==> src/rtl/uart_tx_fifo.sv <==
// uart_tx_fifo
//   Byte FIFO feeding an 8N1 UART transmitter (start bit, 8 data bits
//   LSB first, one stop bit). Bytes are sent in the order they were written.
//   When a frame ends and another byte is waiting, the next start bit follows
//   the stop bit with no idle time on the line.
//
// Parameters
//   CLKS_PER_BIT  clocks per serial bit (default 1250 = 12 MHz / 9600 baud)
//   FIFO_DEPTH    FIFO entries; must be a power of two, at least 2
//
// Ports
//   clk         system clock, rising edge
//   nrst        synchronous reset, active low
//   wr_data     byte to queue
//   wr_valid    wr_data is valid this cycle
//   wr_ready    FIFO not full (combinational from fifo_count)
//   tx          serial output, idles high, registered
//   busy        transmitter is not idle
//   fifo_count  number of bytes waiting in the FIFO
//   overflow    one-cycle pulse after a write was dropped because the FIFO was full
module uart_tx_fifo #(
  parameter int CLKS_PER_BIT = 1250,
  parameter int FIFO_DEPTH   = 16
) (
  input  logic                          clk,
  input  logic                          nrst,
  input  logic [7:0]                    wr_data,
  input  logic                          wr_valid,
  output logic                          wr_ready,
  output logic                          tx,
  output logic                          busy,
  output logic [$clog2(FIFO_DEPTH):0]   fifo_count,
  output logic                          overflow
);

  localparam int AW = $clog2(FIFO_DEPTH);
  // The period counter needs at least one bit even when CLKS_PER_BIT is 1.
  localparam int CW = (CLKS_PER_BIT > 1) ? $clog2(CLKS_PER_BIT) : 1;

  typedef enum logic [1:0] {
    IDLE  = 2'd0,
    START = 2'd1,
    DATA  = 2'd2,
    STOP  = 2'd3
  } state_t;

  // FIFO storage. Not reset: the pointers and count alone define what is valid.
  logic [7:0]    mem [FIFO_DEPTH];

  logic [AW-1:0] wr_ptr_reg, wr_ptr_next;
  logic [AW-1:0] rd_ptr_reg, rd_ptr_next;
  logic [AW:0]   count_reg, count_next;
  logic          overflow_reg, overflow_next;

  state_t        state_reg, state_next;
  logic [CW-1:0] period_reg, period_next;
  logic [2:0]    bit_reg, bit_next;
  logic [7:0]    shift_reg, shift_next;
  logic          tx_reg, tx_next;

  logic          push;
  logic          pop;
  logic          fifo_empty;
  logic          period_done;

  // ---------------------------------------------------------------------------
  // FIFO control
  // ---------------------------------------------------------------------------
  // Readiness is based only on the registered count, so a pop in the same
  // cycle never lets a full FIFO accept a byte.
  assign wr_ready   = (count_reg < (AW + 1)'(FIFO_DEPTH));
  assign push       = wr_valid && wr_ready;
  assign fifo_empty = (count_reg == '0);

  always_comb begin
    wr_ptr_next   = wr_ptr_reg;
    rd_ptr_next   = rd_ptr_reg;
    count_next    = count_reg;
    overflow_next = wr_valid && !wr_ready;

    if (push) begin
      wr_ptr_next = wr_ptr_reg + AW'(1);
    end
    if (pop) begin
      rd_ptr_next = rd_ptr_reg + AW'(1);
    end

    // Simultaneous push and pop leaves the count unchanged.
    case ({push, pop})
      2'b10:   count_next = count_reg + (AW + 1)'(1);
      2'b01:   count_next = count_reg - (AW + 1)'(1);
      default: count_next = count_reg;
    endcase
  end

  // Writes during reset are discarded along with everything else.
  always_ff @(posedge clk) begin
    if (nrst && push) begin
      mem[wr_ptr_reg] <= wr_data;
    end
  end

  // ---------------------------------------------------------------------------
  // Transmitter FSM
  // ---------------------------------------------------------------------------
  assign period_done = (period_reg == CW'(CLKS_PER_BIT - 1));

  always_comb begin
    state_next  = state_reg;
    period_next = period_reg + CW'(1);
    bit_next    = bit_reg;
    shift_next  = shift_reg;
    tx_next     = tx_reg;
    pop         = 1'b0;

    case (state_reg)
      IDLE: begin
        period_next = '0;
        tx_next     = 1'b1;
        if (!fifo_empty) begin
          // Head byte is captured straight into the shift register, which
          // doubles as the registered read port of the storage array.
          pop        = 1'b1;
          shift_next = mem[rd_ptr_reg];
          state_next = START;
          tx_next    = 1'b0;
        end
      end

      START: begin
        if (period_done) begin
          period_next = '0;
          bit_next    = 3'd0;
          state_next  = DATA;
          tx_next     = shift_reg[0];
        end
      end

      DATA: begin
        if (period_done) begin
          period_next = '0;
          if (bit_reg == 3'd7) begin
            state_next = STOP;
            tx_next    = 1'b1;
          end else begin
            // tx always follows bit 0 of the shift register; after the
            // shift that is the current bit 1.
            shift_next = {1'b0, shift_reg[7:1]};
            tx_next    = shift_reg[1];
            bit_next   = bit_reg + 3'd1;
          end
        end
      end

      STOP: begin
        if (period_done) begin
          period_next = '0;
          if (!fifo_empty) begin
            // Chain straight into the next frame without an idle bit.
            pop        = 1'b1;
            shift_next = mem[rd_ptr_reg];
            state_next = START;
            tx_next    = 1'b0;
          end else begin
            state_next = IDLE;
            tx_next    = 1'b1;
          end
        end
      end

      default: begin
        state_next  = IDLE;
        period_next = '0;
        tx_next     = 1'b1;
      end
    endcase
  end

  // ---------------------------------------------------------------------------
  // State registers
  // ---------------------------------------------------------------------------
  always_ff @(posedge clk) begin
    if (!nrst) begin
      state_reg    <= IDLE;
      period_reg   <= '0;
      bit_reg      <= 3'd0;
      shift_reg    <= 8'h00;
      tx_reg       <= 1'b1;
      wr_ptr_reg   <= '0;
      rd_ptr_reg   <= '0;
      count_reg    <= '0;
      overflow_reg <= 1'b0;
    end else begin
      state_reg    <= state_next;
      period_reg   <= period_next;
      bit_reg      <= bit_next;
      shift_reg    <= shift_next;
      tx_reg       <= tx_next;
      wr_ptr_reg   <= wr_ptr_next;
      rd_ptr_reg   <= rd_ptr_next;
      count_reg    <= count_next;
      overflow_reg <= overflow_next;
    end
  end

  assign tx         = tx_reg;
  assign busy       = (state_reg != IDLE);
  assign fifo_count = count_reg;
  assign overflow   = overflow_reg;

endmodule

==> config.mk <==
export PLATFORM = sky130hd
export DESIGN_NAME = uart_tx_fifo
export DESIGN_NICKNAME = d
export VERILOG_FILES = /design/src/rtl/uart_tx_fifo.sv
export SDC_FILE = /design/constraint.sdc
export NUM_CORES = 1
export LEC_CHECK = 0
export ABC_AREA = 1
export CAP_MARGIN = 25
export CORE_MARGIN = 4
export CORE_UTILIZATION = 45
export CTS_CLUSTER_SIZE = 14
export DETAILED_ROUTE_END_ITERATION = 10
export GPL_ROUTABILITY_DRIVEN = 0
export PLACE_DENSITY = 0.66
export SLEW_MARGIN = 20
export SYNTH_ARGS = -nofsm -noshare
export SYNTH_HDL_FRONTEND = slang
export SYNTH_SLANG_ARGS = --single-unit
==> constraint.sdc <==
create_clock -name clk -period 3.25 [get_ports clk]
set_input_delay 0.4875 -clock clk [delete_from_list [all_inputs] [get_ports clk]]
set_output_delay 0.4875 -clock clk [all_outputs]
set_load 0.03 [all_outputs]
# After elaboration in Yosys (flattened, before gate mapping)
# Memory sizes are Yosys's and may differ from the RTL's. A register that Yosys moved wholly into a read port is not among the register bits.
# Cells that the tools add are included.
# op_classes
n_reduce_logical	15
add_sub_neg	6
muxes	32
eq_ne	13
n_lt_le_gt_ge	1
# ops
cell	n
2-to-1 mux 8 bit	4
case mux 8 bit (3 select lines)	1
case mux 11 bit (2 select lines)	1
inequality test 2 bit, second input constant	6
adder 11 x 1 -> 11 bit, second input constant	1
== test 11 bit, second input constant	1
2-to-1 mux 11 bit	1
2-to-1 mux 1 bit	10
2-to-1 mux 2 bit	5
case mux 5 bit (2 select lines)	1
2-to-1 mux 3 bit	3
adder 4 x 1 -> 4 bit, second input constant	2
2-to-1 mux 4 bit	2
case mux 2 bit (4 select lines)	1
AND reduction 4 bit	2
== test 2 bit, second input constant	3
case mux 3 bit (2 select lines)	1
nonzero test 2 bit	3
adder 5 x 1 -> 5 bit, second input constant	1
logical NOT 5 bit	1
< comparator 5 bit, second input constant	1
AND reduction 5 bit	1
subtractor 5 x 1 -> 5 bit, second input constant	1
== test 2 x 1 -> 1 bit, second input constant	2
other kinds (10)	12
# word_totals
in_bits	11
mem_bits_rw	128
mem_count	1
output_inout_bits	9
elab_cells	77
reg_bits	39
# memory_table
name	depth	width	read_ports	rd_clocked_by_memory_dff	wr	line	rtl
mem	16	8	1	1	1	48	logic [7:0] mem [FIFO_DEPTH];

# Logic depth before layout (Yosys ltp)
# Gate-level depths: netlist of the first run.
# logic_depth
word_depth	6
ltp_mapped	18
ltp_nobuf	17

# Least setup slack after synthesis of the first run
# No wires, ideal clock.
# synth_timing
path_type	reg2reg
start	register count_reg[1], in the netlist fifo_count[1]
end	register count_reg[4], in the netlist fifo_count[4]
period_less_slack_ps	2322
setup_ps	70
path_stages_with_launch	19
path_buffers	1
arrival_time_ps	2251
slack_ps	928
required_time_ps	3180
cell_sequence	dfxtp_1 > nor2_1 > nand3_1 > nand2_1 > inv_1 > nand3_1 > nand2_2 > ha_1 > clkbuf_1 > xor2_1 > ha_1 > inv_1 > nand2_1 > nand2_1 > nand2_1 > nand2_1 > nand2_1 > nand2_1 > a21oi_1
# synth_between
elab_chain_cells	6
elab_cells_between_ends	12
classes_between	add/sub (2); order compare (1); eq/ne (2); mux (4); reduce/logical (3)
# synth_lines
item	line	rtl
start: declaration	52	logic [AW:0] count_reg, count_next;
start signal: assignment	201	count_reg <= count_next;
logical NOT 5 bit (*)	73	assign fifo_empty = (count_reg == '0);
2-to-1 mux 1 bit (*)	120, 158	
2-to-1 mux 1 bit	156	if (period_done) begin
case mux 1 bit (2 select lines) (*)	116	case (state_reg)
named net pop	62	logic pop;
== test 2 x 1 -> 1 bit / == test 2 bit (equally long branches)	89	case ({push, pop})
case mux 5 bit (2 select lines) / nonzero test 2 bit (equally long branches)	--	
# The timed path passes the listed nets; every way through them passes the cells marked *.
# A chain may end at the register's enable or synchronous reset.

# Final worst setup path of the first run
# layout_timing
start	register state_reg[0]
end	register count_reg[4], in the netlist fifo_count[4]
# layout_between
elab_chain_cells	4
elab_cells_between_ends	7
classes_between	eq/ne (3); mux (2); reduce/logical (2)
# layout_lines
item	line	rtl
start: declaration	55	state_t state_reg, state_next;
start signal: assignment	194	state_reg <= state_next;
== test 2 bit / logical NOT 2 bit (equally long branches)	116	
case mux 1 bit (2 select lines) (*)	116	
named net pop	62	
== test 2 x 1 -> 1 bit / == test 2 bit (equally long branches)	89	
case mux 5 bit (2 select lines) / nonzero test 2 bit (equally long branches)	--	
# Marks and branches as above.

==> results of run 1 <==
-- synthesized netlist by cell type, types with 5 or more instances --
master	instances
o22ai_1	8
a21oi_1	25
xor2_1	5
clkbuf_1	28
o21ai_0	77
o221ai_1	24
nand3_1	33
edfxtp_1	128
dfxtp_1	43
o211ai_1	11
nand2_1	53
nor3_1	8
inv_1	41
nor2_1	114
ha_1	16
-- metal layers --
metal / wire length, µm / global-route usage [%] / vias up
met1: 6810 / 22.9 / 2336
met3: 991 / 4.72 / 34
met4: 449 / 8.17 / 0
li1: - / - / 2338
met2: 7400 / 29.3 / 168
met5: 0 / 0 / -
-- final timing paths --
check,slack [ns],to,from
worst max-delay path,0.68,fifo_count[4],state_reg[0]
worst min-delay path,0.46,period_reg[0],period_reg[0]
worst max register to register,0.68,fifo_count[4],state_reg[0]
worst min register to register,0.46,period_reg[0],period_reg[0]
-- cell type report --
cell class	count	area [µm²]	share of cell area (%)
sequential	171	4710	58.4
multi-input combinational	399	2100	26.1
clock buffer	24	472	5.85
timing repair buffer	29	285	3.54
tap	211	264	3.28
inverter	44	165	2.05
clock inverter	7	66.3	0.823
-- report_power, final --
part	leakage (µW)	switching (µW)	internal, µW	total, µW
Combinational	0.00104	1160	566	1730
Clock	0.000256	763	1090	1850
Sequential	0.00150	125	2470	2600
-- critical path, delay by kind of cell, from the launching register on --
family	cells	cell delay, ns
fa+ha+maj	3	0.81
simple gates	8	0.67
flops	1	0.39
buf+inv	3	0.30
xor+xnor	1	0.22
compound gates	1	0.10
-- cell families (layout without fill, tap and decap cells) --
family	count (synthesis)	after routing	share of synthesized area, %
AND/OR/NAND/NOR	224	224	13.3
flip-flops	171	171	66.3
AO/OA/AOI/OAI	153	153	12.8
buffers and inverters	74	104	4.04
adder cells (fa/ha/maj)	16	16	2.82
XOR/XNOR	6	6	0.741
-- through the flow --
stage               std cells  instance area [µm²]  hold slack [ns]  power, µW  util [%]
floorplan                 644                 7090            0.433       3820         -
global placement          852                 7480            0.446       4250      48.9
detailed placement        852                 7480            0.455       4310      48.9
CTS                       883                 8020            0.468       6170      52.4
global route              885                 8060            0.487       6510      52.6
finish                    885                 8060            0.461       6180      52.6
==> impl_metrics.json, run 1 <==
{
  "status": "finished, final reports clean",
  "critPathSlowestCell": "dfxtp_1",
  "antenna_found_initial": 0,
  "cp-end-kind": "register",
  "synth_area_mm2": 0.00709,
  "drive_gt1_share_pct": 6.68,
  "dieArea_mm2": 0.0178,
  "clockBufferDepth": 2,
  "synth_edf_count": 128,
  "start_util_pct": 46.3,
  "cts-root-buf": "clkbuf_16",
  "ios": 20,
  "cts_setup_buffers": 0,
  "crit_path_start_kind": "register",
  "synth_top_area_share_pct": 54.2,
  "total_leakage_power_uw": 0.00280,
  "clkSinkCount": 171,
  "ys.warnings.count": 0,
  "peakVddDrop_v": 0.000613,
  "final.setup_skew_ns": 0.0106,
  "cts-resized-gates": 0,
  "first_pass_iters": 5,
  "via_per_inst": 5.51,
  "drtIter0Drc": 311,
  "grt_start_max_net_pins": 65,
  "setup_viol": 0,
  "vias": 4876,
  "mostFrequentLayoutCells": "128 x edfxtp_1, 114 x nor2_1, 77 x o21ai_0",
  "drtAntennaViolNets": 0,
  "core_mm2": 0.0153,
  "fin_crit_sh_pct": 79.0,
  "pwr_density_cell_mw_per_mm2": 767,
  "wl_um": 15600,
  "cp.required_ns": 3.59,
  "areaGrowthSynthToFinish_pct": 13.6,
  "fin_nets": 689,
  "cts_made_buffers": 17,
  "yosysSeqAreaShare_pct": 66.3,
  "cts_hold_buffers": 0,
  "synth_cell_type_count": 34,
  "ys_top_cells_by_area": "edfxtp_1 54%, dfxtp_1 12%, nor2_1 6.0%",
  "synthCells": 644,
  "clk_pin_slew_ns": 0.05,
  "fmax_mhz": 389,
  "insertedDiodeCount": 0,
  "htreeDepth": 4,
  "overflow": 0,
  "cts_tree": "done",
  "hold_path_depth": 1,
  "ys_seq_elements": 171,
  "synthArstFlopShare_pct": 0,
  "ys.flop_type": "edfxtp_1",
  "grt_pass1_wl_um": 25000,
  "die_y_um": 134,
  "mostFrequentLayoutCell": "edfxtp_1",
  "dp_hpwl_um": 10000,
  "rows": 45,
  "drv_slew": 0,
  "grt_pass1_vias": 4696,
  "slew_headroom_pct": 45.3,
  "setup_ws_ns": 0.681,
  "cap_violations": 0,
  "fin_tns_setup_ns": 0,
  "syn_area_per_cell_um2": 11.0,
  "track_usage_pct": 18.1,
  "die_x_um": 134,
  "wire_per_inst_um": 17.7,
  "rr_worst_depth": 16,
  "timing_hold_violations_final": 0,
  "synthesis.nets": 671,
  "fillers": 1324,
  "io_buffers": 19,
  "rsz0062_at_grt": "false",
  "pre_cts_ws_ns": 0.580,
  "yosysTopAreaCell": "edfxtp_1",
  "route.detailed.drc": 0,
  "crit_path_frequent_cell": "nand2_1",
  "min_path_type": "register to register",
  "period_minus_slack_ns": 2.57,
  "largest_register_ffs": 128,
  "crit_type": "register to register",
  "max_stage_delay_ns": 0.39,
  "clk_latency_ns": 0.42,
  "tightest_slew_ns": 0.818,
  "cp.arrival_ns": 2.91,
  "path_max_fanout": 8,
  "cp_cell_sequence": "inv_1 > ha_1 > inv_1 > nand3_1 > nand2_2 > ha_1 > xor2_1 > ha_1 > inv_1 > nand2_1 > nand2_1 > nand2_1 > nand2_1 > nand2_1 > nand2_1 > a21oi_1"
}
(Power assumes the default switching activity.)
==> inputs of run 2 (changes only) <==
==> constraint.sdc (replaced) <==
create_clock -name clk -period 2.59 [get_ports clk]
set_input_delay 0.3885 -clock clk [delete_from_list [all_inputs] [get_ports clk]]
set_output_delay 0.3885 -clock clk [all_outputs]
set_load 0.03 [all_outputs]
==> run 2 against run 1 <==
Effect of this change: register-to-register slack worse by 0.44 ns; via count is 0.43% higher; wire length rose by 0.95%; non-clock buffer count rose by 15; clock power rose by 36%; largest cell class unchanged; die area unchanged; power grew 29%.
==> impl_metrics.json, run 2 (same netlist as run 1, synthesis figures left out) <==
{
  "path_max_fanout": 8,
  "status": "finished, final reports clean",
  "wire_per_inst_um": 17.6,
  "rsz0062_at_grt": "false",
  "setup_viol": 0,
  "clk_latency_ns": 0.42,
  "dpl_cell_area_mm2": 0.00762,
  "drtIter0Drc": 382,
  "fin_nets": 704,
  "rows": 45,
  "die_x_um": 134,
  "ios": 20,
  "route.detailed.drc": 0,
  "overflow": 0,
  "drv_slew": 0,
  "path_delay_family": "simple AND/OR/NAND/NOR gates",
  "io_buffers": 19,
  "peakVddDrop_v": 0.000741,
  "use_met1_pct": 23.6,
  "clk_pin_slew_ns": 0.06,
  "grt_pass1_wl_um": 25800,
  "wl_um": 15800,
  "max_stage_delay_ns": 0.37,
  "timing_hold_violations_final": 0,
  "clockBufferDepth": 2,
  "cts_tree": "done",
  "grt.busiest_layer": "met2",
  "final.setup_skew_ns": 0.00979,
  "slew_headroom_pct": 54.6,
  "drtAntennaViolNets": 0,
  "insertedDiodeCount": 0,
  "cts_hold_buffers": 0,
  "regToRegSetupSlack_ns": 0.24,
  "via_per_inst": 5.44,
  "total_leakage_power_uw": 0.00290,
  "crit_path_frequent_cell": "nand2_1",
  "htreeDepth": 4,
  "antenna_found_initial": 0,
  "cp.required_ns": 2.94,
  "crit_type": "register to register",
  "design_area_mm2": 0.00822,
  "track_usage_pct": 18.7,
  "core_mm2": 0.0153,
  "min_path_type": "register to register",
  "first_pass_iters": 7,
  "grt_start_max_net_pins": 65,
  "clkSinkCount": 171,
  "gr-usage-met2_pct": 31.3,
  "cp-end-kind": "register",
  "areaGrowthSynthToFinish_pct": 16.0,
  "cts_setup_buffers": 0,
  "cts-root-buf": "clkbuf_16",
  "fin_tns_setup_ns": 0,
  "vias": 4897,
  "dieArea_mm2": 0.0178,
  "pre_cts_ws_ns": 0.0706,
  "critPathSlowestCell": "dfxtp_1",
  "cap_violations": 0,
  "tightest_slew_ns": 0.680,
  "finalPower_uw": 7970,
  "cts_made_buffers": 17,
  "fin_crit_sh_pct": 90.7,
  "start_util_pct": 46.3,
  "crit_path_start_kind": "register",
  "dp_hpwl_um": 10200,
  "period_minus_slack_ns": 2.35,
  "mostFrequentLayoutCell": "edfxtp_1",
  "cp_cell_sequence": "inv_1 > ha_1 > inv_1 > nand3_1 > nand2_4 > ha_4 > xor2_1 > ha_1 > inv_1 > nand2_1 > nand2_1 > nand2_1 > nand2_1 > nand2_1 > nand2_1 > a21oi_1",
  "pwr_density_cell_mw_per_mm2": 969,
  "die_y_um": 134,
  "setup_ws_ns": 0.241,
  "largest_register_ffs": 128,
  "use_met3_pct": 4.38,
  "grt_pass1_vias": 4969,
  "crit_buf_inv": 3,
  "fmax_mhz": 426,
  "mostFrequentLayoutCells": "128 x edfxtp_1, 114 x nor2_1, 77 x o21ai_0",
  "drive_gt1_share_pct": 9.43,
  "cp.arrival_ns": 2.70
}
-- run 2: changes by cell type in the layout (fill, tap and decap cells not counted), moves of 2 or more --
cell	delta
buf_4	+16
bufinv_16	+2
clkbuf_1	-3
clkbuf_8	-2
clkinv_2	+2
-- run 2: repair_timing --
item	4_1_cts	5_1_grt
hold endpoints to repair	0	0
setup endpoints to repair	0	3
resized for setup	0	4
-- run 2: path summary, 6_finish.rpt --
check                                endpoint    startpoint  depth (start not counted)
worst min-delay path               bit_reg[2]    bit_reg[2]                          2
worst min register to register     bit_reg[2]    bit_reg[2]                          2
worst max-delay path            fifo_count[4]  state_reg[1]                         16
worst max register to register  fifo_count[4]  state_reg[1]                         16
-- run 2: layout make-up --
class | instances | area [µm²]
fill | 1345 | 7090
sequential | 171 | 4710
multi-input combinational | 399 | 2120
clock buffer | 19 | 433
timing repair buffer | 44 | 390
tap | 211 | 264
inverter | 44 | 165
clock inverter | 12 | 146
-- run 2: per-stage QoR --
step | cells | utilization (%) | hold slack, ns
finish | 900 | 53.7 | 0.470
global placement | 869 | 49.8 | 0.447
CTS | 900 | 53.6 | 0.473
floorplan | 644 | - | 0.433
global route | 900 | 53.7 | 0.498
detailed placement | 869 | 49.8 | 0.463
-- run 2: worst min-delay path, delay by kind of cell (launching register included) --
kind | cells | cell delay, ns
AO/OA/AOI/OAI | 1 | 0.05
flip-flops | 1 | 0.31
AND/OR/NAND/NOR | 1 | 0.06
-- run 2: power by group --
group | internal [µW] | switching [µW] | leakage [µW] | total [µW]
Combinational | 765 | 1460 | 0.00111 | 2220
Clock | 1510 | 1010 | 0.000282 | 2520
Sequential | 3100 | 124 | 0.00150 | 3230
Total | 5380 | 2600 | 0.00290 | 7970
-- run 2: layer usage --
layer  share of wire (%)  wire length, µm
met3                 5.2              821
met2                  49             7800
met5                   0                0
met1                  44             6940
met4                 1.5              233
==> inputs of run 3 (changes only) <==
--- a/config.mk
+++ b/config.mk
@@ -8,11 +8,11 @@
 export ABC_AREA = 1
 export CAP_MARGIN = 25
 export CORE_MARGIN = 4
-export CORE_UTILIZATION = 45
+export CORE_UTILIZATION = 40
 export CTS_CLUSTER_SIZE = 14
 export DETAILED_ROUTE_END_ITERATION = 10
 export GPL_ROUTABILITY_DRIVEN = 0
-export PLACE_DENSITY = 0.66
+export PLACE_DENSITY = 0.61
 export SLEW_MARGIN = 20
 export SYNTH_ARGS = -nofsm -noshare
 export SYNTH_HDL_FRONTEND = slang
==> run 3 against run 2 <==
Effect of this change: utilization down 6.0 points; sequential cell count unchanged; largest power group unchanged; clock-buffer cell count is 2 lower; largest cell class unchanged; global-route usage decreased by 2.2 points; combinational power about the same; power increased by 0.87%; wire length up 1.4%; register-to-register slack got worse by 0.02 ns; critical path type unchanged; via count grew 1.5%; cell count rose by 1.7%; setup slack got worse by 0.015 ns.
==> impl_metrics.json, run 3 (same netlist as run 1, synthesis figures left out) <==
{
  "first_pass_iters": 5,
  "antenna_found_initial": 0,
  "cap_violations": 0,
  "cts_setup_buffers": 0,
  "path_delay_family": "simple AND/OR/NAND/NOR gates",
  "clkSinkCount": 171,
  "status": "finished, final reports clean",
  "rsz0062_at_grt": "false",
  "clk_latency_ns": 0.43,
  "cp-end-kind": "register",
  "largest_register_ffs": 128,
  "path_depth": 16,
  "setup_viol": 0,
  "design_area_mm2": 0.00829,
  "tightest_slew_ns": 0.693,
  "via_per_inst": 5.43,
  "max_stage_delay_ns": 0.37,
  "crit_buf_inv": 5,
  "min_path_type": "register to register",
  "dieArea_mm2": 0.0199,
  "finalHoldWorstSlack_ns": 0.465,
  "cp.arrival_ns": 2.69,
  "cts_hold_buffers": 0,
  "fin_tns_setup_ns": 0,
  "final.setup_skew_ns": 0.00871,
  "start_util_pct": 40.9,
  "core_mm2": 0.0174,
  "drtIter0Drc": 351,
  "finalPower_uw": 8040,
  "pwr_density_cell_mw_per_mm2": 970,
  "clockBufferDepth": 2,
  "drv_slew": 0,
  "pre_cts_ws_ns": 0.136,
  "areaGrowthSynthToFinish_pct": 16.9,
  "fin_crit_sh_pct": 91.3,
  "period_minus_slack_ns": 2.36,
  "fin_nets": 704,
  "mostFrequentLayoutCells": "128 x edfxtp_1, 114 x nor2_1, 77 x o21ai_0",
  "io_buffers": 19,
  "hold_path_depth": 2,
  "crit_type": "register to register",
  "insertedDiodeCount": 0,
  "wl_um": 16000,
  "drive_gt1_share_pct": 10.1,
  "cts_made_buffers": 17,
  "cts-root-buf": "clkbuf_16",
  "die_x_um": 141,
  "mostFrequentLayoutCell": "edfxtp_1",
  "cp_cell_sequence": "inv_1 > ha_1 > inv_1 > nand3_1 > nand2_4 > ha_2 > buf_4 > nand2_1 > inv_1 > nor2_1 > nand2_1 > nand2_1 > nand2_1 > nand2_1 > o21ai_0 > inv_1",
  "drtAntennaViolNets": 0,
  "rr_worst_depth": 16,
  "ios": 20,
  "wire_per_inst_um": 17.5,
  "rows": 48,
  "path_max_fanout": 8,
  "cp.required_ns": 2.91,
  "dp_hpwl_um": 10000,
  "die_y_um": 141,
  "setup_ws_ns": 0.226,
  "grt_pass1_wl_um": 25200,
  "peakVddDrop_v": 0.000574,
  "overflow": 0,
  "route.detailed.drc": 0,
  "fmax_mhz": 423,
  "critPathSlowestCell": "dfxtp_2",
  "slew_headroom_pct": 53.7,
  "crit_path_frequent_cell": "nand2_1",
  "htreeDepth": 4,
  "timing_hold_violations_final": 0,
  "cts-resized-gates": 0,
  "cts_tree": "done",
  "track_usage_pct": 16.5,
  "total_leakage_power_uw": 0.00292,
  "dpl_cell_area_mm2": 0.00767,
  "grt_pass1_vias": 4752,
  "crit_path_start_kind": "register",
  "vias": 4972,
  "clk_pin_slew_ns": 0.07,
  "grt_start_max_net_pins": 65
}
-- run 3: cell types whose count changed in the layout (fill, tap and decap cells not counted), sizes merged --
cell / delta
inv: +7
clkinv: -4
clkbuf: -2
bufinv: -1
clkinvlp: +1
-- run 3: power breakdown --
part	switching [µW]	internal (µW)	total, µW	leakage, µW
Sequential	124	3100	3230	0.00150
Clock	1130	1460	2590	0.000291
Combinational	1460	763	2230	0.00112
Total	2710	5330	8040	0.00292
-- run 3: cell type report --
| cell class | count | area [µm²] |
|---|---|---|
| clock buffers | 17 | 425 |
| clock inverters | 15 | 176 |
| fillers | 1502 | 9070 |
| inverters | 44 | 165 |
| multi-input cells | 399 | 2110 |
| flip-flops and latches | 171 | 4710 |
| well taps | 225 | 282 |
| repair buffers | 44 | 415 |
-- run 3: path summary, 6_finish.rpt --
check,start,endpoint,slack [ns]
setup / recovery,state_reg[0],fifo_count[3],0.23
hold / removal,bit_reg[1],bit_reg[1],0.47
setup reg to reg,state_reg[0],fifo_count[3],0.23
hold reg to reg,bit_reg[1],bit_reg[1],0.47
-- run 3: metal layers --
metal / part of all wire [%] / up-vias / track usage [%]
li1: - / 2365 / -
met1: 44 / 2441 / 22.2
met2: 48 / 146 / 26.5
met3: 6.2 / 20 / 4.34
met4: 1.3 / 0 / 4.79
met5: 0 / - / 0
-- run 3: metrics by stage --
stage | cells | utilization [%]
global route | 915 | 47.7
floorplan | 644 | -
detailed placement | 883 | 44.2
global placement | 883 | 44.2
CTS | 915 | 47.6
finish | 915 | 47.7
-- run 3: worst reg2reg max path: cells and delay by family (launching register included) --
| kind | cells | cell delay, ns |
|---|---|---|
| AOI/OAI and AO/OA | 1 | 0.16 |
| adders and majority gates | 2 | 0.54 |
| buffers and inverters | 5 | 0.53 |
| DFF | 1 | 0.37 |
| and+or+nand+nor | 8 | 0.66 |
